`src/rtl/alu_sequencer.sv`:
```
// rtl/alu_sequencer.sv - issue/writeback sequencer in front of a 4-function ALU
module alu_sequencer #(
    parameter int OPW = 4,
    parameter int DW  = 8,
    parameter int RW  = 16
) (
    input  logic           clk,
    input  logic           rst_n,
    input  logic           in_valid,
    output logic           in_ready,
    input  logic [15:0]    in_instr,
    output logic [OPW-1:0] alu_opcode,
    output logic [DW-1:0]  alu_a,
    output logic [DW-1:0]  alu_b,
    input  logic [RW-1:0]  alu_result,
    output logic           out_valid,
    input  logic           out_ready,
    output logic [RW-1:0]  out_result,
    output logic [1:0]     out_rd,
    output logic           illegal
);

    typedef enum logic [1:0] {IDLE, EXEC, RESP} state_t;

    localparam logic [3:0] OP_NOP = 4'h0;
    localparam logic [3:0] OP_ADD = 4'h1;
    localparam logic [3:0] OP_SUB = 4'h2;
    localparam logic [3:0] OP_MUL = 4'h3;
    localparam logic [3:0] OP_LDI = 4'h4;

    state_t         state_q, state_d;
    logic [DW-1:0]  regs_q [4];
    logic [DW-1:0]  regs_d [4];
    logic [OPW-1:0] op_q, op_d;
    logic [DW-1:0]  a_q, a_d, b_q, b_d;
    logic [1:0]     rd_q, rd_d, out_rd_q, out_rd_d;
    logic [RW-1:0]  res_q, res_d;
    logic           illegal_q, illegal_d;

    logic [3:0] f_op;
    logic [1:0] f_rd, f_ra, f_rb;
    logic [7:0] f_imm;

    assign f_op  = in_instr[15:12];
    assign f_rd  = in_instr[11:10];
    assign f_ra  = in_instr[9:8];
    assign f_rb  = in_instr[7:6];
    assign f_imm = in_instr[7:0];

    always_ff @(posedge clk or negedge rst_n) begin
        if (!rst_n) state_q <= IDLE;
        else        state_q <= state_d;
    end

    // Operands are captured at issue, so a writeback to ra/rb in EXEC is harmless.
    always_comb begin
        state_d   = state_q;
        regs_d    = regs_q;
        op_d      = op_q;
        a_d       = a_q;
        b_d       = b_q;
        rd_d      = rd_q;
        out_rd_d  = out_rd_q;
        res_d     = res_q;
        illegal_d = illegal_q;
        case (state_q)
            IDLE: begin
                if (in_valid) begin
                    case (f_op)
                        OP_ADD, OP_SUB, OP_MUL: begin
                            op_d    = OPW'(f_op);
                            a_d     = regs_q[f_ra];
                            b_d     = regs_q[f_rb];
                            rd_d    = f_rd;
                            state_d = EXEC;
                        end
                        OP_LDI:  regs_d[f_rd] = DW'(f_imm);
                        OP_NOP:  ;
                        default: illegal_d = 1'b1;
                    endcase
                end
            end
            EXEC: begin
                res_d        = alu_result;
                out_rd_d     = rd_q;
                regs_d[rd_q] = alu_result[DW-1:0];
                state_d      = RESP;
            end
            RESP: begin
                if (out_ready) state_d = IDLE;
            end
            default: state_d = IDLE;
        endcase
    end

    always_ff @(posedge clk or negedge rst_n) begin
        if (!rst_n) begin
            for (int i = 0; i < 4; i++) regs_q[i] <= '0;
            op_q      <= '0;
            a_q       <= '0;
            b_q       <= '0;
            rd_q      <= '0;
            out_rd_q  <= '0;
            res_q     <= '0;
            illegal_q <= 1'b0;
        end else begin
            regs_q    <= regs_d;
            op_q      <= op_d;
            a_q       <= a_d;
            b_q       <= b_d;
            rd_q      <= rd_d;
            out_rd_q  <= out_rd_d;
            res_q     <= res_d;
            illegal_q <= illegal_d;
        end
    end

    assign in_ready   = (state_q == IDLE);
    assign out_valid  = (state_q == RESP);
    assign alu_opcode = op_q;
    assign alu_a      = a_q;
    assign alu_b      = b_q;
    assign out_result = res_q;
    assign out_rd     = out_rd_q;
    assign illegal    = illegal_q;

endmodule

```
`config.mk`:
```
export PLATFORM = sky130hd
export DESIGN_NAME = alu_sequencer
export DESIGN_NICKNAME = d
export VERILOG_FILES = /design/src/rtl/alu_sequencer.sv
export SDC_FILE = /design/constraint.sdc
export NUM_CORES = 1
export LEC_CHECK = 0
export BUFFER_PORTS_ARGS = -buffer_cell sky130_fd_sc_hd__buf_2
export CELL_PAD_IN_SITES_DETAIL_PLACEMENT = 0
export CELL_PAD_IN_SITES_GLOBAL_PLACEMENT = 1
export CORE_UTILIZATION = 25
export DETAILED_ROUTE_END_ITERATION = 6
export GPL_TIMING_DRIVEN = 0
export PLACE_DENSITY = 0.47
export RECOVER_POWER = 100
export SETUP_SLACK_MARGIN = 0.1
export SLEW_MARGIN = 30
export SYNTH_ARGS = -nofsm -noshare
export SYNTH_HDL_FRONTEND = slang
export SYNTH_SLANG_ARGS = --single-unit
```
`constraint.sdc`:
```
create_clock -name clk -period 2.3 [get_ports clk]
set_input_delay 0.46 -clock clk [delete_from_list [all_inputs] [get_ports clk]]
set_output_delay 0.46 -clock clk [all_outputs]
set_load 0.01 [all_outputs]
```
== Word-level counts from Yosys, hierarchy flattened ==
Index checks and enable logic that the tools add are counted.

* $lt $le $gt $ge: 6
* Equality and inequality tests: 10
* Mux-type cells: 19
* Bitwise gates (word level): 5
* Reductions and logical operators: 11

{| class="wikitable"
|+ Operators with widths
! kind !! count
|-
| bitwise mux 32 bit || 2
|-
| 2-to-1 mux 32 bit || 2
|-
| one-hot mux 32 bit (2 select lines) || 1
|-
| 2-to-1 mux 8 bit || 6
|-
| binary-select mux 8 bit (select 2 bit) || 2
|-
| demux 8 bit (select 2 bit) || 2
|-
| >= comparator 3 bit, second input constant || 4
|-
| NOT 2 -> 3 bit || 4
|-
| AND reduction 3 bit || 4
|-
| == test 4 x 2 -> 1 bit, second input constant || 2
|-
| less-than comparator 3 x 1 -> 1 bit, second input constant || 2
|-
| 2-to-1 mux 2 bit || 3
|-
| inequality test 2 x 1 -> 1 bit, second input constant || 3
|-
| one-hot mux 2 bit (3 select lines) || 1
|-
| OR reduction 5 bit || 1
|-
| == test 4 x 1 -> 1 bit, second input constant || 1
|-
| == test 4 x 3 -> 1 bit, second input constant || 1
|-
| logical NOT 4 bit || 1
|-
| OR reduction 3 bit || 1
|-
| == test 2 x 1 -> 1 bit, second input constant || 1
|-
| == test 2 bit, second input constant || 1
|-
| logical AND 1 bit || 2
|-
| logical NOT 2 bit || 1
|-
| inequality test 2 bit, second input constant || 1
|-
| other kinds (2) || 2
|}

* Register bits: 75
* Bits of input ports: 36
* Word-level logic and storage cells: 63

== Longest topological paths before layout ==
Gate-level depths: netlist of run 1.

* Word-level depth: 9
* Gate-level depth with buffers: 7
* Depth with buffers taken out: 4

== Worst setup path before layout of run 1 ==
OpenSTA, ideal clock, no wires.

* Kind: input to register
* From: in in_valid
* To: reg a_q[6] (netlist: alu_a[6])
* Library setup time: 0.125 ns
* Data arrival time: 1.987 ns
* Data required time: 2.175 ns
* Slack: 0.188 ns
* Stages on the path: 6
* Cell sequence: or3b_1 > buf_2 > or4_4 > buf_6 > buf_12 > mux2_4

* Word-level cells in the longest chain between the ends: 1

{| class="wikitable"
|+ RTL lines
! item !! line !! RTL
|-
| start: declaration || 9 || <nowiki>input logic in_valid,</nowiki>
|-
| AND reduction 3 bit (no line) || -- ||
|-
| end signal: assignment || 100 || <nowiki>a_q <= '0;</nowiki>
|-
| end signal: assignment || 109 || <nowiki>a_q <= a_d;</nowiki>
|-
| end: declaration || 35 || <nowiki>logic [DW-1:0] a_q, a_d, b_q, b_d;</nowiki>
|}

No other way between the ends.
A chain may end at the register's enable or synchronous reset.

== Worst setup path in the final report of run 1 ==
* From: reg state_q[1]
* To: reg a_q[7] (netlist: alu_a[7])

* Word-level cells in the longest chain between the ends: 2

{| class="wikitable"
|+ RTL lines
! item !! line !! RTL
|-
| start: declaration || 31 || <nowiki>state_t state_q, state_d;</nowiki>
|-
| start signal: assignment || 52 || <nowiki>else state_q <= state_d;</nowiki>
|-
| logical NOT 2 bit || 66 || <nowiki>case (state_q)</nowiki>
|-
| AND reduction 3 bit (no line) || -- ||
|}

No other way between the ends.

==> run metrics, run 1 <==
Layout fillers=1,448; n_diodes=0; crit path DAT=2400 ps; Post-layout nets=418; Clock Skew=8.27 ps; die footprint=0.0148 mm²; CP startpoint kind=register; DR DRC count=0; CTS Buf Count=9; Final Instance Area=0.00457 mm²; Final Cycle Share=94.8%; syn_area_per_cell=12.4 µm²; routed wire length=10,400 µm; Max Fclk=0.459 GHz; Max-Slew Margin vs Limit=12.9%; input/output buffers=74; top-area cell type share of the netlist area=52.6%; fin crit period=2180 ps; Post-synth EDFFs=0; vias after detailed routing=2,627; Ports=77; DR WL/cell=18.3 µm; vias in the first global route=2,743; Post-synth top flop=dfrtp_1; Synth Register Bits=75; status=finished clean; layout cells sized above 1=27.6%; register area=0.00188 mm²; CTS Buffer Depth=2; hpwl dp=7040 µm; Clock Latency Late Sink=340 ps; Hold Path Class=in2reg; Die Ht=121 µm; WP data required=2520 ps; Num Clock Sinks=75; overall global routing resource usage=15.2%; Initial DRC Count=173; Seq/Total Area, Yosys=52.6%; CP delay by family, top=simple AND/OR/NAND/NOR gates; Post-Syn Area=0.00357 mm²; worst-path cell chain=or3b_1, buf_4, or4_1, buf_12, buf_12, mux2_1; largest net degree at the start of global routing=51; Synth cell types=33; share of async-settable or async-resettable flops after synthesis=100%; Static Leak=2.09 nW; area delta synth->final=28.0%; CP peak stage delay=520 ps; Crit path buffers/inverters=3; Syn Nets=325; final slew viol count=0; most frequent cell after synthesis=dfrtp_1; PD cells=1090 mW/mm²; number of max-cap violations=0; core footprint=0.0139 mm²; first-pass GRT wire length=16,200 µm; CTS tree=done; Ys Warns=0; CP Class=reg2reg; register-to-register setup slack=120 ps; crit-path max FO=10; Worst Setup End Kind=register; ANT nets after route=0; TNS Setup=0 ps; die width=121 µm; Worst VDD drop=322 µV; RSZ-0062 raised after global routing=false; initial antenna violation count=0; Multi-input gate area=0.00151 mm²; htree depth=3; Placer Congestion=0.726; starting density of the core=25.7%; instance area at placement=0.00421 mm²; Final Hold Viols=0; Synth area leader=dfrtp_1; final std cells w/o fill=567; First-pass DRT Iterations=4; root buffer cell=clkbuf_16; ranking of synthesized cells by area=dfrtp_1, mux4_2, nand2_1, mux2_4, a221o_1; Synth Instances=289; vias per inst=4.63; endpoints failing setup=0; top post-synthesis cells by count=dfrtp_1, nand2_1, nor2_1; Site Rows=43; CP max-delay cell=or4_1; DP Cell Count=544; grt total ovfl=0; register clock-pin slew on the reported worst setup and hold paths=60 ps; crit-path most repeated cell=buf_12; Worst-Margin Slew=1310 ps
-- metal layers --
metal / part of all wire, % / track usage [%]
met5: 0 / 0
met2: 48 / 23.8
met1: 47 / 20.6
met4: 1.7 / 6.48
met3: 3.9 / 2.87
-- worst reg2reg max path: stages, from the launching register on --
cell	delay [ps]
dfrtp_1	380
or3b_1	370
buf_4	170
or4_1	520
buf_12	160
buf_12	140
mux2_1	310
-- state kept, by name, summed over array words and instances (netlist names) --
register / cells
alu_opcode: 4
out_rd: 2
alu_b: 8
illegal: 1
state_q: 2
regs_q: 32
out_result: 16
alu_a: 8
rd_q: 2
-- worst paths after layout --
path | from | to | cells past startpoint
setup / recovery | state_q[1] | alu_a[7] | 6
hold / removal | out_ready | state_q[1] | 2
setup reg to reg | state_q[1] | alu_a[7] | 6
hold reg to reg | out_result[12] | out_result[12] | 2
max in group asynchronous | rst_n | state_q[0] | 3
min in group asynchronous | rst_n | alu_a[1] | 2
-- logic make-up after synthesis --
group / count (synthesis) / share of synthesized area [%]
simple gates: 95 / 12.8
flops: 75 / 52.6
compound gates: 47 / 10.4
mux: 42 / 19.7
buf+inv: 30 / 4.49
-- stage by stage --
step | setup slack, ps | util, % | power [mW] | hold slack, ps
final | 120 | 32.9 | 4.98 | 305
after global routing | 58.2 | 32.9 | 5.28 | 308
after CTS | 95.7 | 33.3 | 5.16 | 293
after detailed placement | -310 | 30.3 | 3.42 | 348
after global placement | -388 | 30.0 | 3.38 | 456
after floorplan | 188 | - | 2.88 | 164
-- power breakdown --
| part | internal, mW | switching (mW) |
|---|---|---|
| logic | 0.615 | 0.574 |
| clock network | 1.15 | 0.567 |
| registers | 1.78 | 0.304 |
-- cells in the final DEF, fill, tap and decap left out, types with 2 or more instances in the layout --
cell type and count:
a21oi_1 9, a221o_1 16, a32o_1 8, and2_1 2, buf_1 2, buf_12 3, buf_2 32, buf_4 4
buf_6 3, bufinv_16 3, clkbuf_1 48, clkbuf_16 9, clkbuf_2 3, clkbuf_8 3, dfrtp_1 74, inv_1 13
mux2_1 8, mux2_2 13, mux2_4 5, mux4_2 16, nand2_1 57, nand2b_1 2, nor2_1 19, nor2_2 2
nor4_4 2, o21ai_0 3, o22ai_1 8, or4_1 2
-- what timing repair did --
| action | in CTS | in global routing |
|---|---|---|
| endpoints found under the hold margin | 25 | 0 |
| resized for setup | 5 | 7 |
| hold buffers | 1 | 0 |
| setup buffers | 4 | 2 |
| endpoints found under the setup margin | 47 | 28 |
| pin swaps | 2 | 0 |
-- layout make-up --
class	instances	area share [%]
Clock inverter	4	2.08
Timing Repair Buffer	82	9.07
Inverter	13	1.07
Buffer	17	2.77
Tap cell	180	4.93
Sequential cell	75	41.1
Multi-Input combinational cell	184	33.1
Clock buffer	12	5.83
No activity file was read; power rests on OpenSTA's default activity.
==> run 2, diff against run 1 <==
Clock period 2.3 ns to 2.7 ns, I/O delays scaled along.
==> run 2 against run 1 <==
  * Clock-buffer cell count did not move
  * Total power fell by 15%
  * First-iteration DRC count fell by 21%
  * Core utilization fell by 0.82 points
  * Maximum frequency fell by 13%
  * Final cell count fell by 1.2%
  * Critical path depth did not move
  * Hold slack improved by 80 ps
  * Clock skew fell by 1.5 ps
  * Largest cell class unchanged
  * Largest power group unchanged
==> run metrics, run 2 (synthesis results as in run 1) <==
status=finished clean; Max-Slew Margin vs Limit=2.62% (-10 points); initial antenna violation count=0 (unchanged); PD cells=956 mW/mm² (-12%); Clock Latency Late Sink=340 ps (about the same); Hold Path Class=in2reg; Clock Skew=6.82 ps (-1.45 ps); GRT met3 Usage=2.87% (unchanged); register clock-pin slew on the reported worst setup and hold paths=60 ps (about the same); largest register by flop count=regs_q; crit path DAT=2720 ps (+320 ps); overall global routing resource usage=15.2% (unchanged); die footprint=0.0148 mm² (unchanged); commonest non-fill, non-tap cell in the layout=dfrtp_1; Site Rows=43 (unchanged); DR WL/cell=18.4 µm (+0.93%); cts hold-fix bufs=0 (-1); worst-path cell chain=or3b_1, buf_2, or4_1, clkbuf_1, buf_12, mux2_1; number of max-cap violations=0 (unchanged); Worst VDD drop=274 µV (-15%); crit-path max FO=10 (unchanged); Final Cycle Share=92.4% (-2.3 points); DP Cell Count=544 (unchanged); global route hottest layer=met2; Placer Congestion=0.726 (unchanged); hold path depth=2 (unchanged); vias in the first global route=2,728 (-0.55%); most frequent cells in the layout=dfrtp_1, nand2_1, clkbuf_1; CP startpoint kind=register; Worst Setup End Kind=register; CP Class=reg2reg; input/output buffers=74 (unchanged); Max Fclk=0.401 GHz (-13%); die width=121 µm (unchanged); hpwl dp=7040 µm (unchanged); grt total ovfl=0 (unchanged); postcts setup bufs=0 (-4); Initial DRC Count=137 (-21%); final setup margin=204 ps (+83.6 ps); Largest register FFs=32 (unchanged); CTS Buffer Depth=2 (unchanged); htree depth=3 (unchanged); Die Ht=121 µm (unchanged); CP max-delay cell=or4_1; dpl ws=10.5 ps (+320 ps); CTS tree=done; First-pass DRT Iterations=4 (unchanged); Worst-Margin Slew=1460 ps (+154 ps); largest net degree at the start of global routing=51 (unchanged); vias after detailed routing=2,629 (+0.076%); first-pass GRT wire length=16,200 µm (-0.21%); n_diodes=0 (unchanged); Static Leak=2.04 nW (-2.6%); area delta synth->final=24.8%; RSZ-0062 raised after global routing=false; Final Hold Viols=0 (unchanged); CP peak stage delay=470 ps (-50 ps); routed wire length=10,300 µm (-0.32%); Num Clock Sinks=75 (unchanged); ANT nets after route=0 (unchanged); final slew viol count=0 (unchanged); starting density of the core=25.7% (unchanged); root buffer cell=clkbuf_16; CTS Buf Count=9 (unchanged); met1 GRT Util=20.4% (-0.12 points); endpoints failing setup=0 (unchanged); GR Util met2=23.9% (+0.14 points); vias per inst=4.69 (+1.3%); core footprint=0.0139 mm² (unchanged); DR DRC count=0 (unchanged); Ports=77 (unchanged); final std cells w/o fill=560 (-1.2%); Post-layout nets=411 (-1.7%); WP data required=2920 ps (+400 ps); fin crit period=2500 ps (+316 ps); layout cells sized above 1=26.3% (-1.3 points); Reg2Reg Depth=6 (unchanged)
-- run 2: repair_timing --
action | CTS | global route
endpoints found under the hold margin | 0 | 0
resized for setup | 0 | 2
setup endpoints to repair | 0 | 3
-- run 2: power breakdown --
part	total (mW)	internal [mW]	switching, mW
clock	1.46	0.977	0.481
combinational	1.03	0.540	0.485
sequential	1.77	1.51	0.259
-- run 2: layout make-up --
class                   count  area, µm²
multi-input cells         184       1530
clock buffers              12        267
flip-flops and latches     75       1880
repair buffers             75        325
fillers                  1447       9430
well taps                 180        225
clock inverters             4       95.1
inverters                  13       48.8
plain buffers              17       90.1
-- run 2: metal layers --
| metal | up-vias | routed length, µm |
|---|---|---|
| li1 | 1232 | - |
| met1 | 1327 | 4710 |
| met2 | 59 | 4990 |
| met3 | 11 | 454 |
| met4 | 0 | 182 |
| met5 | - | 0 |
-- run 2: final timing paths --
kind                                start              to  slack (ps)
setup reg to reg               state_q[1]        alu_b[2]         200
min in group asynchronous           rst_n       regs_q[3]         540
setup / recovery               state_q[1]        alu_b[2]         200
hold / removal                  out_ready      state_q[1]         380
max in group asynchronous           rst_n        alu_a[0]         590
hold reg to reg            out_result[12]  out_result[12]         470
-- run 2: critical path, delay by kind of cell, from the launching register on --
kind	cells	cell delay, ps
buffers and inverters	3	780
flip-flops	1	430
multiplexers	1	310
AND/OR/NAND/NOR	2	850
-- run 2: metrics by stage --
| step | hold WS, ps | util (%) | total power [mW] | setup TNS (ps) | instance area [µm²] |
|---|---|---|---|---|---|
| 3_5_place_dp | 428 | 30.3 | 2.91 | 0 | 4210 |
| 4_1_cts | 67.3 | 32.9 | 4.39 | 0 | 4570 |
| 6_report | 385 | 32.1 | 4.26 | 0 | 4450 |
| 5_1_grt | 388 | 32.1 | 4.51 | 0 | 4450 |
| 2_1_floorplan | 244 | - | 2.45 | 0 | 3570 |
| 3_3_place_gp | 456 | 30.0 | 2.88 | -453 | 4170 |
